`config.mk`:
```
export PLATFORM = sky130hd
export DESIGN_NAME = regfile_wb_ctrl
export DESIGN_NICKNAME = d
export VERILOG_FILES = /design/src/rtl/regfile_wb_ctrl_pkg.sv /design/src/rtl/wb_fifo.sv /design/src/rtl/regfile_wb_ctrl.sv
export SDC_FILE = /design/constraint.sdc
export NUM_CORES = 1
export LEC_CHECK = 0
export ABC_CLOCK_PERIOD_IN_PS = 5890
export CAP_MARGIN = 40
export CORE_MARGIN = 4
export CORE_UTILIZATION = 53
export CTS_CLUSTER_DIAMETER = 60
export DETAILED_ROUTE_END_ITERATION = 10
export PLACE_DENSITY = 0.9
export SYNTH_ARGS = -nofsm -noshare
export SYNTH_HDL_FRONTEND = slang
export SYNTH_SLANG_ARGS = --single-unit
```
`constraint.sdc`:
```
create_clock -name clk -period 5.89 [get_ports clk]
set_clock_uncertainty 0.2 [all_clocks]
set_input_delay 1.178 -clock clk [delete_from_list [all_inputs] [get_ports clk]]
set_output_delay 1.178 -clock clk [all_outputs]
set_load 0.01 [all_outputs]
```
`src/rtl/regfile_wb_ctrl_pkg.sv`:
```
// -----------------------------------------------------------------------------
// regfile_wb_ctrl_pkg
//   Shared register-file definitions: default register count and data width,
//   the partial-write (ppp) encodings, the writeback arbiter's round-robin
//   state type and a legality helper for ppp codes.
//   Imported by the register file and by regfile_wb_ctrl.
// -----------------------------------------------------------------------------
package regfile_wb_ctrl_pkg;

   localparam int RF_DEPTH      = 32;
   localparam int RF_DATA_WIDTH = 64;
   localparam int PPP_WIDTH     = 3;

   // Partial-write selects understood by the register file
   typedef enum logic [PPP_WIDTH-1:0] {
      aModePPP = 3'b000,   // all 64 bits
      uModePPP = 3'b001,   // upper 32 bits
      lModePPP = 3'b010,   // lower 32 bits
      eModePPP = 3'b011,   // even bytes
      oModePPP = 3'b100    // odd bytes
   } ppp_e;

   // Which source wins the next contested cycle
   typedef enum logic {
      RR_ALU = 1'b0,
      RR_MEM = 1'b1
   } rr_e;

   // Encodings above oModePPP are unassigned
   function automatic logic ppp_legal(input logic [PPP_WIDTH-1:0] p);
      return (p <= PPP_WIDTH'(oModePPP));
   endfunction

endpackage

```
`src/rtl/wb_fifo.sv`:
```
// -----------------------------------------------------------------------------
// wb_fifo
//   Small circular FIFO for queued register-file writes. Head/tail pointers
//   wrap modulo DEPTH (power of two); count runs 0..DEPTH. Storage is not
//   reset -- only the pointers and count are.
//   Besides the head entry it exposes, per slot, an occupancy bit and the top
//   TAG_W bits of the stored word so the owner can search queued entries.
//
//   Ports
//     clk, reset       clock, asynchronous active-low reset
//     push, push_data  write push_data at tail (ignored when full)
//     pop              drop head entry (ignored when empty)
//     head_data        oldest entry, straight from storage
//     count            number of occupied entries
//     occ              per-slot occupancy
//     tags             per-slot top TAG_W bits of stored word
// -----------------------------------------------------------------------------
module wb_fifo #(
   parameter  int WIDTH = 8,
   parameter  int DEPTH = 4,
   parameter  int TAG_W = 1,
   localparam int PW    = $clog2(DEPTH),
   localparam int CW    = $clog2(DEPTH + 1)
) (
   input  logic                         clk,
   input  logic                         reset,
   input  logic                         push,
   input  logic [WIDTH-1:0]             push_data,
   input  logic                         pop,
   output logic [WIDTH-1:0]             head_data,
   output logic [CW-1:0]                count,
   output logic [DEPTH-1:0]             occ,
   output logic [DEPTH-1:0][TAG_W-1:0]  tags
);

   logic [WIDTH-1:0] mem_q [DEPTH];
   logic [PW-1:0]    head_q;
   logic [PW-1:0]    tail_q;
   logic [CW-1:0]    count_q;
   logic             do_push;
   logic             do_pop;
   logic [PW-1:0]    offs;

   assign do_pop  = pop  && (count_q != '0);
   assign do_push = push && (count_q != CW'(DEPTH));

   always_ff @(posedge clk or negedge reset) begin
      if (!reset) begin
         head_q  <= '0;
         tail_q  <= '0;
         count_q <= '0;
      end else begin
         if (do_push) tail_q <= tail_q + PW'(1);
         if (do_pop)  head_q <= head_q + PW'(1);
         case ({do_push, do_pop})
            2'b10:   count_q <= count_q + CW'(1);
            2'b01:   count_q <= count_q - CW'(1);
            default: count_q <= count_q;
         endcase
      end
   end

   always_ff @(posedge clk) begin
      if (do_push) mem_q[tail_q] <= push_data;
   end

   assign head_data = mem_q[head_q];
   assign count     = count_q;

   // A slot is live when its distance from head (mod DEPTH) is below count
   always_comb begin
      occ  = '0;
      tags = '0;
      offs = '0;
      for (int i = 0; i < DEPTH; i++) begin
         offs    = PW'(i) - head_q;
         occ[i]  = (CW'(offs) < count_q);
         tags[i] = mem_q[i][WIDTH-1 -: TAG_W];
      end
   end

endmodule

```
`src/rtl/regfile_wb_ctrl.sv`:
```
// -----------------------------------------------------------------------------
// regfile_wb_ctrl
//   Writeback controller in front of the register file. Two producers (ALU
//   and load unit) offer writes with a valid/ready handshake; a round-robin
//   arbiter grants one per cycle. Requests to r0 or with an unassigned ppp
//   are swallowed (the latter raises sticky err_ppp). Accepted writes queue in
//   wb_fifo and issue one per cycle from the head. busy0/busy1 tell decode
//   whether a source register still has a queued write.
//
//   Ports
//     clk, reset                         clock, async active-low reset
//     alu_valid/ppp/addr/data, alu_ready ALU writeback handshake
//     mem_valid/ppp/addr/data, mem_ready load-unit writeback handshake
//     wrEn, wrAddr, dataIn, ppp          register-file write port
//     chk_addr0/1, busy0/1               decode-stage pending-write lookup
//     err_ppp                            sticky illegal-ppp flag
// -----------------------------------------------------------------------------
module regfile_wb_ctrl
   import regfile_wb_ctrl_pkg::*;
#(
   parameter int DEPTH      = RF_DEPTH,
   parameter int DATA_WIDTH = RF_DATA_WIDTH,
   parameter int ADDR_WIDTH = $clog2(DEPTH),
   parameter int QDEPTH     = 4
) (
   input  logic                  clk,
   input  logic                  reset,

   input  logic                  alu_valid,
   input  logic [2:0]            alu_ppp,
   input  logic [ADDR_WIDTH-1:0] alu_addr,
   input  logic [DATA_WIDTH-1:0] alu_data,
   output logic                  alu_ready,

   input  logic                  mem_valid,
   input  logic [2:0]            mem_ppp,
   input  logic [ADDR_WIDTH-1:0] mem_addr,
   input  logic [DATA_WIDTH-1:0] mem_data,
   output logic                  mem_ready,

   output logic                  wrEn,
   output logic [ADDR_WIDTH-1:0] wrAddr,
   output logic [DATA_WIDTH-1:0] dataIn,
   output logic [2:0]            ppp,

   input  logic [ADDR_WIDTH-1:0] chk_addr0,
   input  logic [ADDR_WIDTH-1:0] chk_addr1,
   output logic                  busy0,
   output logic                  busy1,

   output logic                  err_ppp
);

   localparam int EW = ADDR_WIDTH + PPP_WIDTH + DATA_WIDTH;
   localparam int CW = $clog2(QDEPTH + 1);

   logic                               full;
   logic                               contested;
   logic                               alu_acc;
   logic                               mem_acc;
   logic                               acc;
   logic                               sel_legal;
   logic                               push;
   logic                               fifo_pop;
   logic [ADDR_WIDTH-1:0]              sel_addr;
   logic [PPP_WIDTH-1:0]               sel_ppp;
   logic [DATA_WIDTH-1:0]              sel_data;
   logic [EW-1:0]                      head_entry;
   logic [CW-1:0]                      count;
   logic [QDEPTH-1:0]                  occ;
   logic [QDEPTH-1:0][ADDR_WIDTH-1:0]  q_addr;
   rr_e                                rr_q;

   // A full queue refuses both ports even if the head pops this cycle, so
   // readiness never depends on the register-file side.
   assign full      = (count == CW'(QDEPTH));
   assign contested = reset && !full && alu_valid && mem_valid;

   always_comb begin
      alu_ready = 1'b0;
      mem_ready = 1'b0;
      if (reset && !full) begin
         if (alu_valid && mem_valid) begin
            alu_ready = (rr_q == RR_ALU);
            mem_ready = (rr_q == RR_MEM);
         end else begin
            alu_ready = alu_valid;
            mem_ready = mem_valid;
         end
      end
   end

   // At most one port is granted, so a plain mux picks the accepted request
   assign alu_acc   = alu_valid && alu_ready;
   assign mem_acc   = mem_valid && mem_ready;
   assign acc       = alu_acc || mem_acc;
   assign sel_addr  = alu_acc ? alu_addr : mem_addr;
   assign sel_ppp   = alu_acc ? alu_ppp  : mem_ppp;
   assign sel_data  = alu_acc ? alu_data : mem_data;
   assign sel_legal = ppp_legal(sel_ppp);

   // r0 is hardwired and bad ppp codes are dropped: handshake completes,
   // nothing is queued
   assign push = acc && sel_legal && (sel_addr != '0);

   // Arbiter pointer and sticky error
   always_ff @(posedge clk or negedge reset) begin
      if (!reset) begin
         rr_q    <= RR_ALU;
         err_ppp <= 1'b0;
      end else begin
         if (contested) rr_q <= (rr_q == RR_ALU) ? RR_MEM : RR_ALU;
         if (acc && !sel_legal) err_ppp <= 1'b1;
      end
   end

   wb_fifo #(
      .WIDTH (EW),
      .DEPTH (QDEPTH),
      .TAG_W (ADDR_WIDTH)
   ) u_fifo (
      .clk       (clk),
      .reset     (reset),
      .push      (push),
      .push_data ({sel_addr, sel_ppp, sel_data}),
      .pop       (fifo_pop),
      .head_data (head_entry),
      .count     (count),
      .occ       (occ),
      .tags      (q_addr)
   );

   // The register file takes a write every cycle, so the head always pops
   assign wrEn     = reset && (count != '0);
   assign fifo_pop = wrEn;
   assign {wrAddr, ppp, dataIn} = head_entry;

   // Pending-write lookup; the issuing head is still occupied, so it counts
   always_comb begin
      busy0 = 1'b0;
      busy1 = 1'b0;
      for (int i = 0; i < QDEPTH; i++) begin
         if (occ[i] && (q_addr[i] == chk_addr0)) busy0 = 1'b1;
         if (occ[i] && (q_addr[i] == chk_addr1)) busy1 = 1'b1;
      end
      if (!reset || (chk_addr0 == '0)) busy0 = 1'b0;
      if (!reset || (chk_addr1 == '0)) busy1 = 1'b0;
   end

endmodule

```
==> results.rst <==
.. list-table::
   :header-rows: 1

   * - Metric
     - Value
   * - Clock latency at the later pin of the worst-skew pair
     - 0.54 ns
   * - Count of unique library cells instantiated by Yosys
     - 39
   * - Switching share of power
     - 28.2%
   * - Antenna cell count
     - 0
   * - Total GRT Usage
     - 20.2%
   * - Transition time at the pin with the least slew margin
     - 0.897 ns
   * - Internal Power
     - around 5.0 mW
   * - Number of nets in the layout
     - slightly above 1000
   * - Startpoint types
     - primary input
   * - Class of the tightest hold or removal check
     - flop to flop
   * - Fraction of the cycle the final worst path needs
     - roughly four fifths
   * - Number of gates resized after CTS
     - 0
   * - Clock root buffer
     - sky130_fd_sc_hd__clkbuf_16
   * - Crit Path Max Fanout
     - 5
   * - Final wirelength
     - 27100 µm
   * - Final hold violations
     - 0
   * - Start-to-end type of the worst setup path
     - primary input to output pin
   * - Multi-input gate area
     - around 3700 µm²
   * - RePlAce Congestion
     - 0.895
   * - Total nets after synthesis
     - between 700 and 800
   * - Filler Cell Count
     - about 1500
   * - CTS tree
     - yes
   * - Number of clock sinks
     - 297
   * - Data required time of the worst path
     - 4.51 ns
   * - Setup-violating endpoint count in the final report
     - 0
   * - Mapped Cells
     - 610
   * - Arrival @ worst endpoint
     - between 3 and 4 ns
   * - Combinational share of power
     - 33.7%
   * - Synth warnings
     - 0
   * - Max VDD drop
     - 456 µV
   * - Summed negative setup slack over all endpoints
     - 0 ns
   * - Antenna violations before repair
     - 0
   * - Fraction of final layout cells sized beyond drive strength 1
     - between 20% and 30%
   * - Post-synthesis cell area
     - 12800 µm²
   * - Area overhead of the layout relative to synthesis
     - 28.7%
   * - Starting DRT DRC Count
     - just under 500
   * - Setup repair after global routing missed its margin
     - no
   * - Leakage power figure
     - 5.67 nW
   * - Starting density of the core
     - 54.1%
   * - Highest clock rate
     - approximately 0.22 GHz
   * - Post-synthesis register bit count
     - 297
   * - Maximum clock insertion buffer count
     - 3
   * - Kind of end point of the critical path
     - output pin
   * - Standard cell area after detailed placement
     - 15500 µm²
   * - Mean post-synth cell area
     - 20.9 µm²
   * - Worst max-slew margin expressed relative to the limit
     - 40.2%
   * - Sequential cell area
     - 8880 µm²
   * - Total power density per cell area
     - 426 nW/µm²
   * - Global-route wire length before repair
     - 41100 µm
   * - Deepest level of the CTS H-tree
     - 1
   * - Total number of placement rows
     - 56
   * - Run status
     - completed
   * - DRC violations left
     - 0
   * - Worst Setup SP
     - chk_addr0[4]
   * - Avg WL per Cell
     - 22.8 µm
   * - Maximum number of pins on one net before global-route repair
     - 69
   * - Inserted Clock Buffers
     - 29
   * - Max Slew Vio Count
     - 0
   * - CTS hold repair buffers
     - 0
   * - Sequential area share after synthesis
     - 69.5%
   * - Net switching power figure
     - 1.97 mW
   * - Post-route standard cell area excluding fillers
     - 16400 µm²
   * - Fin crit period
     - 4.63 ns
   * - DR vias
     - 6674
   * - Sequential power share
     - 40.1%
   * - Number of vias per cell after detailed routing
     - about 5.6
   * - ANT nets after route
     - 0
   * - Die height
     - approximately 160 µm
   * - Via count of the first global-routing pass
     - 7070
   * - Number of optimization iterations in the first detailed-route pass
     - 7
   * - Clock network fraction of design power
     - 26.1%
   * - Clock-pin slew reported for the worst setup and hold paths after clock tree synthesis
     - 0.06 ns
   * - Post-CTS repair timing setup buffer count
     - 0
   * - Total grt overflow
     - 0
   * - Count of input and output buffers
     - 235
   * - Post-detailed-placement half-perimeter wirelength
     - 17800 µm
   * - Hold Crit Start
     - err_ppp$_DFFE_PN0P_
   * - Critical R2R Launch
     - rr_q$_DFFE_PN0P_
   * - Die Footprint
     - approximately 27000 µm²
   * - Width of the chip
     - 163 µm
   * - Top-level port count
     - 236
   * - Max-cap violation count
     - 0
   * - Core area
     - 23600 µm²
final timing paths:
| kind | slack [ns] | cells past startpoint | to |
|---|---|---|---|
| max | 1.26 | 6 | busy0 |
| min | 0.28 | 1 | err_ppp$_DFFE_PN0P_ |
| max reg2reg | 3.12 | 4 | u_fifo.mem_q[3][19]$_DFFE_PP_ |
| min reg2reg | 0.28 | 1 | err_ppp$_DFFE_PN0P_ |
| max in group asynchronous | 4.26 | 1 | u_fifo.head_q[0]$_DFFE_PN0P_ |
| min in group asynchronous | 0.81 | 1 | u_fifo.head_q[1]$_DFFE_PN0P_ |
layout by cell type (no fill, tap or decap), types with 2 or more instances in the layout:
cell type / count
sky130_fd_sc_hd__nor3_1: 8
sky130_fd_sc_hd__mux4_2: 72
sky130_fd_sc_hd__clkdlybuf4s50_1: 235
sky130_fd_sc_hd__mux2_2: 3
sky130_fd_sc_hd__o22ai_1: 2
sky130_fd_sc_hd__nor2_4: 4
sky130_fd_sc_hd__buf_12: 2
sky130_fd_sc_hd__nand3_1: 7
sky130_fd_sc_hd__nand4_1: 2
sky130_fd_sc_hd__dfrtp_4: 2
sky130_fd_sc_hd__buf_4: 9
sky130_fd_sc_hd__clkinv_1: 3
sky130_fd_sc_hd__mux2_4: 70
sky130_fd_sc_hd__clkinv_2: 7
sky130_fd_sc_hd__ha_1: 9
sky130_fd_sc_hd__bufinv_16: 4
sky130_fd_sc_hd__xnor2_1: 21
sky130_fd_sc_hd__xor2_1: 27
sky130_fd_sc_hd__o21ai_0: 4
sky130_fd_sc_hd__or4_1: 3
sky130_fd_sc_hd__a21oi_1: 4
sky130_fd_sc_hd__dfrtp_1: 7
sky130_fd_sc_hd__nand2_1: 4
sky130_fd_sc_hd__clkbuf_1: 4
sky130_fd_sc_hd__clkbuf_16: 29
sky130_fd_sc_hd__edfxtp_1: 288
sky130_fd_sc_hd__nor2_1: 7
sky130_fd_sc_hd__clkinvlp_4: 3
sky130_fd_sc_hd__inv_1: 13
sky130_fd_sc_hd__o221a_2: 2
cells by family after synthesis:
family / Yosys count / share of synthesized area [%]
fa+ha+maj: 10 / 1.04
compound gates: 21 / 1.38
flops: 297 / 69.5
mux: 145 / 21.2
buf+inv: 49 / 1.97
simple gates: 40 / 1.68
xor+xnor: 48 / 3.29
critical path: stages:
cell and delay (ns):
sky130_fd_sc_hd__clkdlybuf4s50_1 0.63, sky130_fd_sc_hd__xnor2_1 0.16, sky130_fd_sc_hd__nand3_1 0.09, sky130_fd_sc_hd__o41ai_1 0.41, sky130_fd_sc_hd__o221a_2 0.25, sky130_fd_sc_hd__clkdlybuf4s50_1 0.53
cell type report:
class / count / area share, %
sequential: 297 / 54.0
multi-input combinational: 264 / 22.4
timing repair buffer: 246 / 15.0
clock buffer: 33 / 4.51
tap: 319 / 2.43
clock inverter: 20 / 1.35
inverter: 14 / 0.320
through the flow:
stage | setup WS (ns) | hold slack, ns | utilization, % | power (mW) | instances
final | 1.26 | 0.277 | 69.6 | 7.00 | 1193
after global routing | 1.12 | 0.335 | 69.6 | 7.34 | 1193
after CTS | 1.25 | 0.277 | 69.6 | 7.09 | 1193
after detailed placement | 1.25 | 0.263 | 65.5 | 5.23 | 1140
after global placement | 1.27 | 0.265 | 65.5 | 5.20 | 1140
after floorplan | 0.254 | 0.273 | - | 4.19 | 610
synthesized netlist by cell type, drive strengths merged:
cell	number	area, µm²
mux2	73	1080
xnor2	21	184
xor2	27	236
mux4	72	1620
a21o	1	7.51
a311oi	1	8.76
o21bai	1	7.51
nor3b	1	7.51
a2111oi	1	15.0
buf	22	150
edfxtp	288	8650
dfrtp	9	225
clkbuf	13	48.8
a31oi	1	21.3
inv	14	52.6
a21oi	4	20.0
a31o	1	8.76
nand2	4	15.0
nand3	8	52.6
o221a	2	22.5
o21ai	5	36.3
nor3	8	40.0
o41ai	1	8.76
or4	4	33.8
o21a	1	7.51
ha	9	113
nand4	2	12.5
nor2	12	47.6
o22ai	2	12.5
fa	1	20.0
nand2b	1	6.26
power by group through the flow:
stage | registers, mW | logic, mW | clock network (mW)
6_report | 2.81 | 2.36 | 1.83
5_1_grt | 2.84 | 2.53 | 1.97
4_1_cts | 2.82 | 2.40 | 1.87
3_5_place_dp | 2.86 | 2.38 | 0
3_3_place_gp | 2.84 | 2.35 | 0
2_1_floorplan | 2.75 | 1.44 | 0
registers in the layout, summed over array words and instances (netlist names):
| register | cells |
|---|---|
| err_ppp | 1 |
| rr_q | 1 |
| u_fifo.count | 3 |
| u_fifo.head_q | 2 |
| u_fifo.mem_q | 288 |
| u_fifo.tail_q | 2 |
per-layer routing:
metal / routed length [µm] / GRT usage [%] / up-vias
met5: 0 / 0 / -
met4: 499 / 4.42 / 0
met3: 2070 / 4.47 / 42
met2: 13900 / 34.6 / 276
met1: 10700 / 27.1 / 3404
li1: - / - / 2952
Note: power is estimated with default switching activity, not from simulation.
